[src/rtl/pdp8_mem_arb.sv]
// pdp8_mem_arb: shares the single pdp8_ram port between the CPU and a DMA requester,
// sequencing each access as strobe, wait and acknowledge, with DMA anti-starvation.
module pdp8_mem_arb #(
    parameter int RAM_LAT      = 1,
    parameter int STARVE_LIMIT = 4
) (
    input  logic        clk,
    input  logic        reset,
    input  logic        cpu_req,
    input  logic        cpu_wr,
    input  logic [14:0] cpu_addr,
    input  logic [11:0] cpu_wdata,
    output logic        cpu_ack,
    output logic [11:0] cpu_rdata,
    input  logic        dma_req,
    input  logic        dma_wr,
    input  logic [14:0] dma_addr,
    input  logic [11:0] dma_wdata,
    output logic        dma_ack,
    output logic [11:0] dma_rdata,
    output logic [14:0] ram_addr,
    output logic [11:0] ram_data_out,
    input  logic [11:0] ram_data_in,
    output logic        ram_rd,
    output logic        ram_wr,
    output logic        owner,
    output logic        busy
);
    typedef enum logic [1:0] {IDLE, ACCESS, WAIT, ACK} state_t;
    localparam int SW = (STARVE_LIMIT > 0) ? $clog2(STARVE_LIMIT + 1) : 1;
    localparam int WW = (RAM_LAT > 1) ? $clog2(RAM_LAT) : 1;
    localparam logic [SW-1:0] LIM  = SW'(STARVE_LIMIT);
    localparam logic [WW-1:0] LAST = WW'(RAM_LAT - 1);
    state_t state, state_nx;
    logic [SW-1:0] starve;
    logic [WW-1:0] wcnt;
    logic wr_q;
    logic grant, dma_win, last_wait;
    always_comb begin
        state_nx  = state;
        grant     = (state == IDLE) && (cpu_req || dma_req);
        dma_win   = dma_req && (!cpu_req || starve >= LIM);
        last_wait = (state == WAIT) && (wcnt == LAST);
        case (state)
            IDLE:    state_nx = grant ? ACCESS : IDLE;
            ACCESS:  state_nx = WAIT;
            WAIT:    state_nx = last_wait ? ACK : WAIT;
            default: state_nx = IDLE;
        endcase
        ram_rd  = (state == ACCESS) && !wr_q;
        ram_wr  = (state == ACCESS) && wr_q;
        cpu_ack = (state == ACK) && !owner;
        dma_ack = (state == ACK) && owner;
        busy    = state != IDLE;
    end
    // the access latch doubles as the ram bus drivers, so they hold while idle
    always_ff @(posedge clk or negedge reset) begin
        if (!reset) begin
            state        <= IDLE;
            starve       <= '0;
            wcnt         <= '0;
            wr_q         <= 1'b0;
            owner        <= 1'b0;
            ram_addr     <= '0;
            ram_data_out <= '0;
            cpu_rdata    <= '0;
            dma_rdata    <= '0;
        end else begin
            state <= state_nx;
            wcnt  <= (state == WAIT) ? wcnt + 1'b1 : '0;
            if (grant) begin
                owner        <= dma_win;
                wr_q         <= dma_win ? dma_wr : cpu_wr;
                ram_addr     <= dma_win ? dma_addr : cpu_addr;
                ram_data_out <= dma_win ? dma_wdata : cpu_wdata;
                starve       <= (dma_win || !dma_req) ? '0 : (starve >= LIM) ? starve : starve + 1'b1;
            end
            if (last_wait && !wr_q && owner) dma_rdata <= ram_data_in;
            if (last_wait && !wr_q && !owner) cpu_rdata <= ram_data_in;
        end
    end
endmodule

[config.mk]
export PLATFORM = sky130hd
export DESIGN_NAME = pdp8_mem_arb
export DESIGN_NICKNAME = d
export VERILOG_FILES = /design/src/rtl/pdp8_mem_arb.sv
export SDC_FILE = /design/constraint.sdc
export NUM_CORES = 1
export LEC_CHECK = 0
export ABC_CLOCK_PERIOD_IN_PS = 2400
export BUFFER_PORTS_ARGS = -buffer_cell sky130_fd_sc_hd__buf_2
export CAP_MARGIN = 10
export CORE_MARGIN = 5
export CORE_UTILIZATION = 50
export CTS_CLUSTER_SIZE = 28
export DETAILED_ROUTE_END_ITERATION = 16
export PLACE_DENSITY = 0.95
export SLEW_MARGIN = 10
export SYNTH_ARGS = -nofsm -noshare
export SYNTH_HDL_FRONTEND = slang
export SYNTH_SLANG_ARGS = --single-unit
[constraint.sdc]
create_clock -name clk -period 2.4 [get_ports clk]
set_input_delay 0 -clock clk [delete_from_list [all_inputs] [get_ports clk]]
set_output_delay 0 -clock clk [all_outputs]
set_load 0.02 [all_outputs]
=== Word level (Yosys, flattened, before mapping) ===
Index checks and enable logic that the tools add are counted.
W data, S select, Z words.

* Register bits: 59
* Bits of input ports: 72
* Output and inout port bits: 57
* Logic and storage cells: 46

* $add $sub $neg: 2
* Magnitude comparators: 1
* Equality and inequality tests: 4
* Mux-type cells: 9
* Bitwise operators: 1
* Reductions and logical operators: 20

{| class="wikitable"
|+ Operators by type and width
! kind !! count
|-
| $mux W15 || 1
|-
| $mux W12 || 1
|-
| $logic_and A1 B1 Y1 || 10
|-
| $mux W3 || 2
|-
| $pmux W2 S3 || 1
|-
| $eq A2 B2 Y1 const B || 2
|-
| $logic_not A1 Y1 || 4
|-
| $mux W1 || 4
|-
| $add A3 B1 Y3 const B || 1
|-
| $ge A3 B3 Y1 const B || 1
|-
| $logic_or A1 B1 Y1 || 3
|-
| $eq A2 B1 Y1 const B || 1
|-
| $logic_not A2 Y1 || 1
|-
| $ne A2 B2 Y1 const B || 1
|-
| $reduce_and A2 Y1 || 1
|-
| $reduce_bool A2 Y1 || 1
|-
| $add A1 B1 Y1 const B || 1
|-
| $not A1 Y1 || 1
|}

=== Logic depth before layout (Yosys ltp) ===
Gate-level depths: netlist of the first run.

* Depth after elaboration: 6
* Mapped depth: 7
* Depth with buffers taken out: 5

=== Worst setup path before layout of the first run ===
Ideal clock, no wire load.

* Path kind: register to register
* Start point: register state[0]
* End point: register dma_rdata[10]
* Data arrival time: 1.442 ns
* Required time: 2.275 ns
* Setup slack: 0.833 ns
* Stages on the path, launching flop included: 7
* Buffers on the path: 1
* Clock period less this slack: 1.567 ns
* Cells stage by stage: dfrtp_1 > inv_1 > ha_1 > nand2b_4 > nor3b_4 > buf_6 > mux2_4

* Cells in the longest elaborated chain, start to end: 4

{| class="wikitable"
|+ RTL lines
! what !! RTL line !! text
|-
| start, declared || 34 || <nowiki>state_t state, state_nx;</nowiki>
|-
| start signal, assigned || 69 || <nowiki>state <= state_nx;</nowiki>
|-
| $eq A2 B2 Y1 || 43 || <nowiki>last_wait = (state == WAIT) && (wcnt == LAST);</nowiki>
|-
| $logic_and A1 B1 Y1 || 43 ||
|-
| $logic_and A1 B1 Y1 (2 in series) || 78 || <nowiki>if (last_wait && !wr_q && owner) dma_rdata <= ram_data_in;</nowiki>
|-
| end signal, assigned || 78 ||
|-
| end, declared || 20 || <nowiki>output logic [11:0] dma_rdata,</nowiki>
|}

Every way passes these cells.
A chain may end at the register's enable or synchronous reset.

=== Final worst setup path of the first run ===
* Start point: register state[0]
* End point: register ram_addr[4]

* Cells in the longest elaborated chain, start to end: 2

{| class="wikitable"
|+ RTL lines
! what !! RTL line !! text
|-
| $logic_not A2 Y1 || 41 || <nowiki>grant = (state == IDLE) && (cpu_req || dma_req);</nowiki>
|-
| $logic_and A1 B1 Y1 || 41 ||
|-
| end signal, assigned || 74 || <nowiki>ram_addr <= dma_win ? dma_addr : cpu_addr;</nowiki>
|-
| end, declared || 21 || <nowiki>output logic [14:0] ram_addr,</nowiki>
|}

Every way passes these cells.

==> summary.md, run 1 <==
| Metric | Value |
|---|---|
| Post-route clock period utilization | 0.951 |
| Die area | 0.00699 mm2 |
| Core Region | 0.00517 mm2 |
| Syn_nets | 323 |
| DRC | 0 |
| Met3 Use GR | 0.0809 |
| Post-synth EDFFs | 0 |
| I/O pin total | 129 |
| Synthesis-stage register bit count | 59 |
| Met2 Use GR | 0.461 |
| Crit path max fanout | 17 |
| CTS sink cnt | 59 |
| Yosys warnings | 0 |
| Clock tree skew after final layout | 0.00804 ns |
| R2R Path Start | state[0] |
| Vias in the first global route | 3,067 |
| Async set-reset flop share out of synthesis | 1.00 |
| Register share of total power | 0.312 |
| Flop-to-flop setup slack | 0.12 ns |
| Share of cells above drive strength 1 | 0.420 |
| Clock slew at reported path FFs | 0.07 ns |
| Startpoint Class | flop |
| H-Tree Depth | 3 |
| Total power | 0.00574 W |
| Critical path capture point type | flop |
| Clock network fraction of design power | 0.193 |
| Critical Path Sink | ram_addr[4] |
| Setup bufs post-CTS | 0 |
| Worst EP arrival | 2.48 ns |
| RSZ-0062 raised after global routing | no |
| Total Neg Setup Slack | 0 ns |
| Ant diodes | 0 |
| Max-Cap Viols | 0 |
| Worst Tran Pin Value | 0.666 ns |
| Clock latency on the worst-skew pair | 0.32 ns |
| Die W | 83.6 um |
| Synth Flop Type | dfrtp_1 |
| Die height | 83.6 um |
| Pint | 0.00347 W |
| Synth cell types | 26 |
| GRT Total Usage | 0.276 |
| Hold slack | 0.0234 ns |
| Comb pwr share | 0.495 |
| Hold/Removal Path Class | primary input to flop |
| Sw Share | 0.396 |
| Drt via density | 5.55 |
| Cell Area, Placed | 0.00343 mm2 |
| Post-Route WL | 9570 um |
| Most frequent cells in the layout | 128 x buf_2, 61 x dlygate4sd3_1, 59 x dfrtp_1 |
| Final hold vios | 0 |
| Final setup viols | 0 |
| CTS tree | yes |
| CTS max path bufs | 2 |
| Pin count of the biggest net entering global routing | 30 |
| WL/cell | 18.8 um |
| Row count | 26 |
| Power Dens Cells | 1340 mW/mm2 |
| Status | finished, final reports clean |
| Met1 global-route usage | 0.345 |
| GR peak layer | met2 |
| FF-to-FF path depth | 7 |
| Maximum vdd drop | 0.798 mV |
| PortBufs | 128 |
| Pre-antenna DRT Iters | 5 |
| DP HPWL | 5640 um |
| Critical R2R Capture | ram_addr[4] |
| CP Class | flop to flop |
| Grt total ovfl | 0 |
| Initial core utilization | 0.524 |
| Worst EP required | 2.60 ns |
| Mapped Avg Cell Area | 11.1 um2 |
| Max Transition Viols Final | 0 |
| Post-synthesis sequential area ratio | 0.545 |
| Routability cong. | 0.910 |
| Slew HR | 0.556 |
| TritonCTS Buffers | 9 |
| Via count | 2,833 |
| Crit path from | state[0] |
| Root Buffer | clkbuf_8 |
| Post-Syn Area | 0.00271 mm2 |
| Initial drt markers | 195 |
| Pleak | 2.04 nW |
| Initial antenna violation count | 0 |
| Synth-to-Final Area Change | 58.2% |
| Final Net Count | 513 |
| Post-route minimum period | 2.28 ns |
| Highest clock rate | 438 MHz |
| First-pass GRT wire length | 15,400 um |
| Commonest non-fill, non-tap cell in the layout | buf_2 |
| Net Sw Power | 0.00227 W |
| Synthesized instance count | 245 |
| Post-route cell area | 0.00429 mm2 |
| Antenna-violating nets left | 0 |
==> worst max-delay path: stages (launching register included) <==
cell and delay, ns:
dfrtp_1 0.41, inv_1 0.10, ha_1 0.29, o21ai_4 0.20, buf_4 0.25, a31oi_1 0.20
a21oi_1 0.12, dlygate4sd3_1 0.58
==> power by group through the flow <==
stage | Combinational [W] | Clock, W | Sequential, W
final | 0.00284 | 0.00111 | 0.00179
after detailed placement | 0.00238 | 0 | 0.00176
after CTS | 0.00274 | 0.00112 | 0.00176
after floorplan | 0.00103 | 0 | 0.00229
after global placement | 0.00228 | 0 | 0.00175
after global routing | 0.00304 | 0.00117 | 0.00184
==> logic make-up after synthesis <==
logic type,after synthesis,synth area share
DFF,59,0.545
muxes,25,0.118
and+or+nand+nor,38,0.0720
adders and majority gates,6,0.0277
AOI/OAI and AO/OA,90,0.186
buffers and inverters,27,0.0517
==> worst min path at each step <==
stage,from,to,slack [ns],depth (start not counted)
after floorplan,reset,cpu_rdata[0],-0.30,0
after global placement,reset,dma_rdata[0],0.05,1
after detailed placement,reset,dma_rdata[1],0.06,1
after CTS,dma_addr[1],ram_addr[1],0.003,3
after global routing,dma_wdata[5],ram_data_out[5],0.02,3
final,dma_wdata[10],ram_data_out[10],0.02,3
==> cells in the mapped netlist (2+ instances only) <==
| master | n | area (um2) |
|---|---|---|
| a21oi_1 | 29 | 145 |
| a22o_1 | 2 | 17.5 |
| a31oi_1 | 28 | 175 |
| and2_1 | 2 | 12.5 |
| buf_2 | 10 | 50.1 |
| buf_4 | 5 | 37.5 |
| clkbuf_1 | 3 | 11.3 |
| dfrtp_1 | 59 | 1480 |
| ha_1 | 6 | 75.1 |
| inv_1 | 6 | 22.5 |
| mux2_2 | 15 | 169 |
| mux2_4 | 10 | 150 |
| nor2_1 | 28 | 105 |
| nor2b_1 | 3 | 18.8 |
| nor3_2 | 2 | 20.0 |
| o21ai_0 | 8 | 40.0 |
| o21ai_1 | 20 | 100 |
==> timing repair <==
item                                    4_1_cts  5_1_grt
hold buffers                                 61        0
hold endpoints to repair                     79        0
resized for setup                             0        1
endpoints found under the setup margin        0        2
==> through the flow <==
step,setup slack (ns),util,cells
floorplan,0.833,-,245
global placement,0.779,0.663,433
detailed placement,0.652,0.663,433
CTS,0.196,0.827,510
global route,0.0484,0.829,510
finish,0.118,0.829,510
==> per-layer routing <==
metal  wire length, um  share of wire  up-vias
li1                  -              -     1252
met1              3940           0.41     1389
met2              4670           0.49      182
met3               857          0.090       10
met4                99          0.010        0
met5                 0              0        -
==> layout make-up <==
type / instances / area [um2]
tap: 70 / 87.6
sequential: 59 / 1480
fill: 287 / 886
clock inverter: 5 / 100
timing repair buffer: 199 / 1350
clock buffer: 11 / 141
multi-input combinational: 159 / 1100
inverter: 7 / 26.3
==> sequential cells by signal (all words and copies together), names as in the netlist <==
register	flops
cpu_rdata	12
dma_rdata	12
owner	1
ram_addr	15
ram_data_out	12
starve	3
state	2
wcnt	1
wr_q	1
No activity file was read; power rests on OpenSTA's default activity.
==> inputs of run 2 (changes only) <==
--- a/config.mk
+++ b/config.mk
@@ -8,9 +8,9 @@
 export ABC_CLOCK_PERIOD_IN_PS = 2400
 export BUFFER_PORTS_ARGS = -buffer_cell sky130_fd_sc_hd__buf_2
 export CAP_MARGIN = 10
+export CORE_ASPECT_RATIO = 1.25
 export CORE_MARGIN = 5
 export CORE_UTILIZATION = 50
-export CTS_CLUSTER_SIZE = 28
 export DETAILED_ROUTE_END_ITERATION = 16
 export PLACE_DENSITY = 0.95
 export SLEW_MARGIN = 10
==> summary.md, run 2 (synthesized netlist as in run 1, its figures left out) <==
| Metric | Value |
|---|---|
| Antenna-violating nets left | 0 |
| Root Buffer | clkbuf_8 |
| Final Net Count | 503 |
| Max-Cap Viols | 0 |
| Clock latency on the worst-skew pair | 0.33 ns |
| Power Dens Cells | 1300 mW/mm2 |
| Post-Route WL | 9810 um |
| Slew HR | 0.514 |
| Worst Tran Pin Value | 0.729 ns |
| GRT Total Usage | 0.284 |
| Initial antenna violation count | 0 |
| Pin count of the biggest net entering global routing | 34 |
| Largest register FFs | 15 |
| DRC | 0 |
| PortBufs | 128 |
| Critical path capture point type | flop |
| Most frequent cells in the layout | 128 x buf_2, 59 x dfrtp_1, 54 x dlygate4sd3_1 |
| Die height | 92.3 um |
| Clock tree skew after final layout | 0.00517 ns |
| CTS max path bufs | 2 |
| Synth-to-Final Area Change | 51.5% |
| TritonCTS Buffers | 9 |
| Grt total ovfl | 0 |
| WL/cell | 19.9 um |
| # fillers | 353 |
| Commonest non-fill, non-tap cell in the layout | buf_2 |
| Vias in the first global route | 3,039 |
| Highest clock rate | 429 MHz |
| Post-route clock period utilization | 0.971 |
| Critical-path cell list | inv_1, ha_1, o21ai_2, buf_4, a31oi_1, a21oi_1, dlygate4sd3_1 |
| Post-route minimum period | 2.33 ns |
| Startpoint Class | flop |
| CTS sink cnt | 59 |
| Worst EP required | 2.67 ns |
| Crit path max fanout | 17 |
| Final hold vios | 0 |
| I/O pin total | 129 |
| RSZ-0062 raised after global routing | no |
| Pleak | 1.97 nW |
| Flop-to-flop setup slack | 0.07 ns |
| Clock slew at reported path FFs | 0.06 ns |
| Worst path bufs/invs | 3 |
| Drt via density | 5.73 |
| Core Region | 0.00537 mm2 |
| Total Neg Setup Slack | 0 ns |
| CP delay by family, top | buffers and inverters |
| Maximum vdd drop | 0.630 mV |
| Hold slack | 0.00285 ns |
| Total power | 0.00534 W |
| Worst EP arrival | 2.60 ns |
| Pre-antenna DRT Iters | 4 |
| Routability cong. | 0.801 |
| Max stage delay on crit path | 0.57 ns |
| First-pass GRT wire length | 14,800 um |
| Row count | 30 |
| Initial drt markers | 240 |
| DP HPWL | 5650 um |
| Status | finished, final reports clean |
| Via count | 2,826 |
| Largest Register | ram_addr |
| Final setup viols | 0 |
| CP max-delay cell | dlygate4sd3_1 |
| Die area | 0.00700 mm2 |
| Share of cells above drive strength 1 | 0.424 |
| CTS tree | yes |
| H-Tree Depth | 3 |
| Hold/Removal Path Class | primary input to flop |
| Die W | 75.9 um |
| Initial core utilization | 0.505 |
| Max Transition Viols Final | 0 |
| Ant diodes | 0 |
| CP Class | flop to flop |
[run 2: worst min-delay path: stages]
cell	delay [ns]
buf_2	0.08
a31oi_1	0.07
a21oi_1	0.14
[run 2: per-stage QoR]
stage	worst slack, ns	area (um2)	util	std cells
2_1_floorplan	0.833	2710	-	245
3_3_place_gp	0.768	3380	0.631	424
3_5_place_dp	0.653	3380	0.631	424
4_1_cts	0.170	4100	0.765	493
5_1_grt	0.00740	4110	0.765	493
6_report	0.0701	4110	0.765	493
[run 2: power by group]
| group | switching (W) | total, W | internal, W |
|---|---|---|---|
| clock | 0.000365 | 0.000816 | 0.000450 |
| combinational | 0.00154 | 0.00271 | 0.00117 |
| sequential | 0.000331 | 0.00182 | 0.00148 |
| total | 0.00224 | 0.00534 | 0.00311 |
[run 2: area by class of cell]
type                            count  area, um2  area share
Timing Repair Buffer              189       1250       0.304
Tap cell                           64       80.1      0.0195
Clock buffer                       13        169      0.0411
Inverter                            7       26.3     0.00640
Clock inverter                      2       10.0     0.00244
Multi-Input combinational cell    159       1100       0.267
Sequential cell                    59       1480       0.360
[run 2: worst paths after layout]
kind                                    from               to  depth (start not counted)
worst max-delay path                state[0]  ram_data_out[4]                          7
worst min-delay path            dma_addr[13]     ram_addr[13]                          3
worst max register to register      state[0]  ram_data_out[4]                          7
worst min register to register  cpu_rdata[8]     cpu_rdata[8]                          1
max in group asynchronous              reset  ram_data_out[3]                          3
min in group asynchronous              reset     cpu_rdata[3]                          2
[run 2: layer usage]
metal / vias up / GRT usage / wire length (um)
met5: - / 0 / 0
met4: 0 / 0.185 / 506
met3: 42 / 0.0727 / 891
met2: 188 / 0.476 / 4920
met1: 1364 / 0.303 / 3490
li1: 1232 / - / -
[run 2: repair_timing]
item                                    CTS  global route
endpoints found under the setup margin    0             1
setup buffers                             0             0
resized for setup                         0             1
hold buffers                             54             0
hold endpoints to repair                 84             0
==> inputs of run 3 (changes only) <==
--- a/config.mk
+++ b/config.mk
@@ -13,6 +13,7 @@
 export CORE_UTILIZATION = 50
 export DETAILED_ROUTE_END_ITERATION = 16
 export PLACE_DENSITY = 0.95
+export REMOVE_ABC_BUFFERS = 1
 export SLEW_MARGIN = 10
 export SYNTH_ARGS = -nofsm -noshare
 export SYNTH_HDL_FRONTEND = slang
==> summary.md, run 3 (synthesized netlist as in run 1, its figures left out) <==
| Metric | Value |
|---|---|
| Status | finished, final reports clean |
| TritonCTS Buffers | 9 |
| Critical path capture point type | flop |
| Post-route minimum period | 2.22 ns |
| Synth-to-Final Area Change | 53.8% |
| Clock latency on the worst-skew pair | 0.32 ns |
| H-Tree Depth | 3 |
| Pint | 0.00334 W |
| Clock tree skew after final layout | 0.00532 ns |
| Setup bufs post-CTS | 0 |
| Maximum vdd drop | 0.626 mV |
| Slew HR | 0.486 |
| DRC | 0 |
| Highest clock rate | 451 MHz |
| Crit path max fanout | 19 |
| Ant diodes | 0 |
| CP Class | flop to flop |
| Row count | 30 |
| Hold slack | 0.00963 ns |
| Max Transition Viols Final | 0 |
| Pin count of the biggest net entering global routing | 32 |
| Combined area of the multi-input logic cells | 0.00110 mm2 |
| Post-route clock period utilization | 0.924 |
| # fillers | 318 |
| Final Net Count | 504 |
| CTS tree | yes |
| Startpoint Class | flop |
| Setup ws final | 0.183 ns |
| RSZ-0062 raised after global routing | no |
| Die W | 75.9 um |
| CP delay by family, top | buffers and inverters |
| Worst EP arrival | 2.47 ns |
| Core Region | 0.00537 mm2 |
| GRT Total Usage | 0.258 |
| Drt via density | 5.47 |
| Pre-antenna DRT Iters | 4 |
| Commonest non-fill, non-tap cell in the layout | buf_2 |
| Max-Cap Viols | 0 |
| Worst path bufs/invs | 3 |
| Max stage delay on crit path | 0.57 ns |
| Critical-path cell list | inv_1, ha_1, o21a_2, buf_4, nor2_1, a21oi_1, dlygate4sd3_1 |
| Post-Route WL | 8960 um |
| Sequential Area | 0.00148 mm2 |
| Routability cong. | 0.797 |
| CTS sink cnt | 59 |
| Net Sw Power | 0.00216 W |
| Comb pwr share | 0.482 |
| Initial antenna violation count | 0 |
| Worst EP required | 2.65 ns |
| Clock slew at reported path FFs | 0.07 ns |
| WL/cell | 18.1 um |
| Power Dens Cells | 1320 mW/mm2 |
| Total Neg Setup Slack | 0 ns |
| Hold/Removal Path Class | primary input to flop |
| Most frequent cells in the layout | 128 x buf_2, 59 x dfrtp_1, 53 x dlygate4sd3_1 |
| Register share of total power | 0.321 |
| Pre-CTS setup slack | 0.669 ns |
| Initial core utilization | 0.505 |
| CP max-delay cell | dlygate4sd3_1 |
| Largest register FFs | 15 |
| Antenna-violating nets left | 0 |
| PortBufs | 128 |
| Worst Tran Pin Value | 0.769 ns |
| Clock network fraction of design power | 0.197 |
| Grt total ovfl | 0 |
| Via count | 2,709 |
| Sw Share | 0.393 |
| Final setup viols | 0 |
| Pleak | 2.00 nW |
| Die height | 92.3 um |
| Share of cells above drive strength 1 | 0.429 |
| Root Buffer | clkbuf_8 |
| First-pass GRT wire length | 13,600 um |
| Vias in the first global route | 2,864 |
| Initial drt markers | 140 |
| Largest Register | ram_addr |
| Final hold vios | 0 |
| I/O pin total | 129 |
| CTS max path bufs | 2 |
| Die area | 0.00700 mm2 |
| DP HPWL | 5290 um |
run 3: worst paths after layout:
kind	slack, ns	depth (start not counted)	from	to
min	0.01	3	dma_addr[7]	ram_addr[7]
max in group asynchronous	1.48	3	reset	owner
min reg2reg	0.50	1	cpu_rdata[2]	cpu_rdata[2]
max reg2reg	0.18	7	state[0]	ram_data_out[1]
max	0.18	7	state[0]	ram_data_out[1]
min in group asynchronous	0.25	2	reset	ram_addr[7]
run 3: through the flow:
step / std cells / instance area [um2] / utilization / power [W]
floorplan: 225 / 2600 / - / 0.00325
detailed placement: 426 / 3390 / 0.631 / 0.00412
finish: 495 / 4170 / 0.776 / 0.00551
global route: 495 / 4170 / 0.776 / 0.00582
global placement: 426 / 3390 / 0.631 / 0.00401
CTS: 495 / 4160 / 0.775 / 0.00546
run 3: layout make-up:
type | instances | area share
sequential | 59 | 0.354
timing repair buffer | 190 | 0.297
multi-input combinational | 159 | 0.265
clock buffer | 11 | 0.0339
clock inverter | 5 | 0.0240
tap | 64 | 0.0192
inverter | 7 | 0.00630
run 3: power by group through the flow:
stage	sequential (W)	combinational (W)	clock (W)
after floorplan	0.00229	0.000962	0
after global placement	0.00174	0.00227	0
after detailed placement	0.00176	0.00236	0
after CTS	0.00175	0.00260	0.00110
after global routing	0.00182	0.00285	0.00114
final	0.00177	0.00266	0.00108
run 3: repair_timing:
| action | in CTS | in global routing |
|---|---|---|
| hold endpoints to repair | 79 | 0 |
| hold buffers | 53 | 0 |
| endpoints found under the setup margin | 0 | 3 |
| resized for setup | 0 | 2 |
run 3: tightest hold or removal path, stage by stage:
cell and delay [ns]:
buf_2 0.08, a31oi_1 0.07, a21oi_1 0.14
run 3: layer usage:
metal / share of wire / track usage / vias up / routed length [um]
li1: - / - / 1236 / -
met1: 0.37 / 0.296 / 1274 / 3310
met2: 0.52 / 0.449 / 175 / 4680
met3: 0.079 / 0.0565 / 24 / 706
met4: 0.030 / 0.106 / 0 / 265
met5: 0 / 0 / - / 0
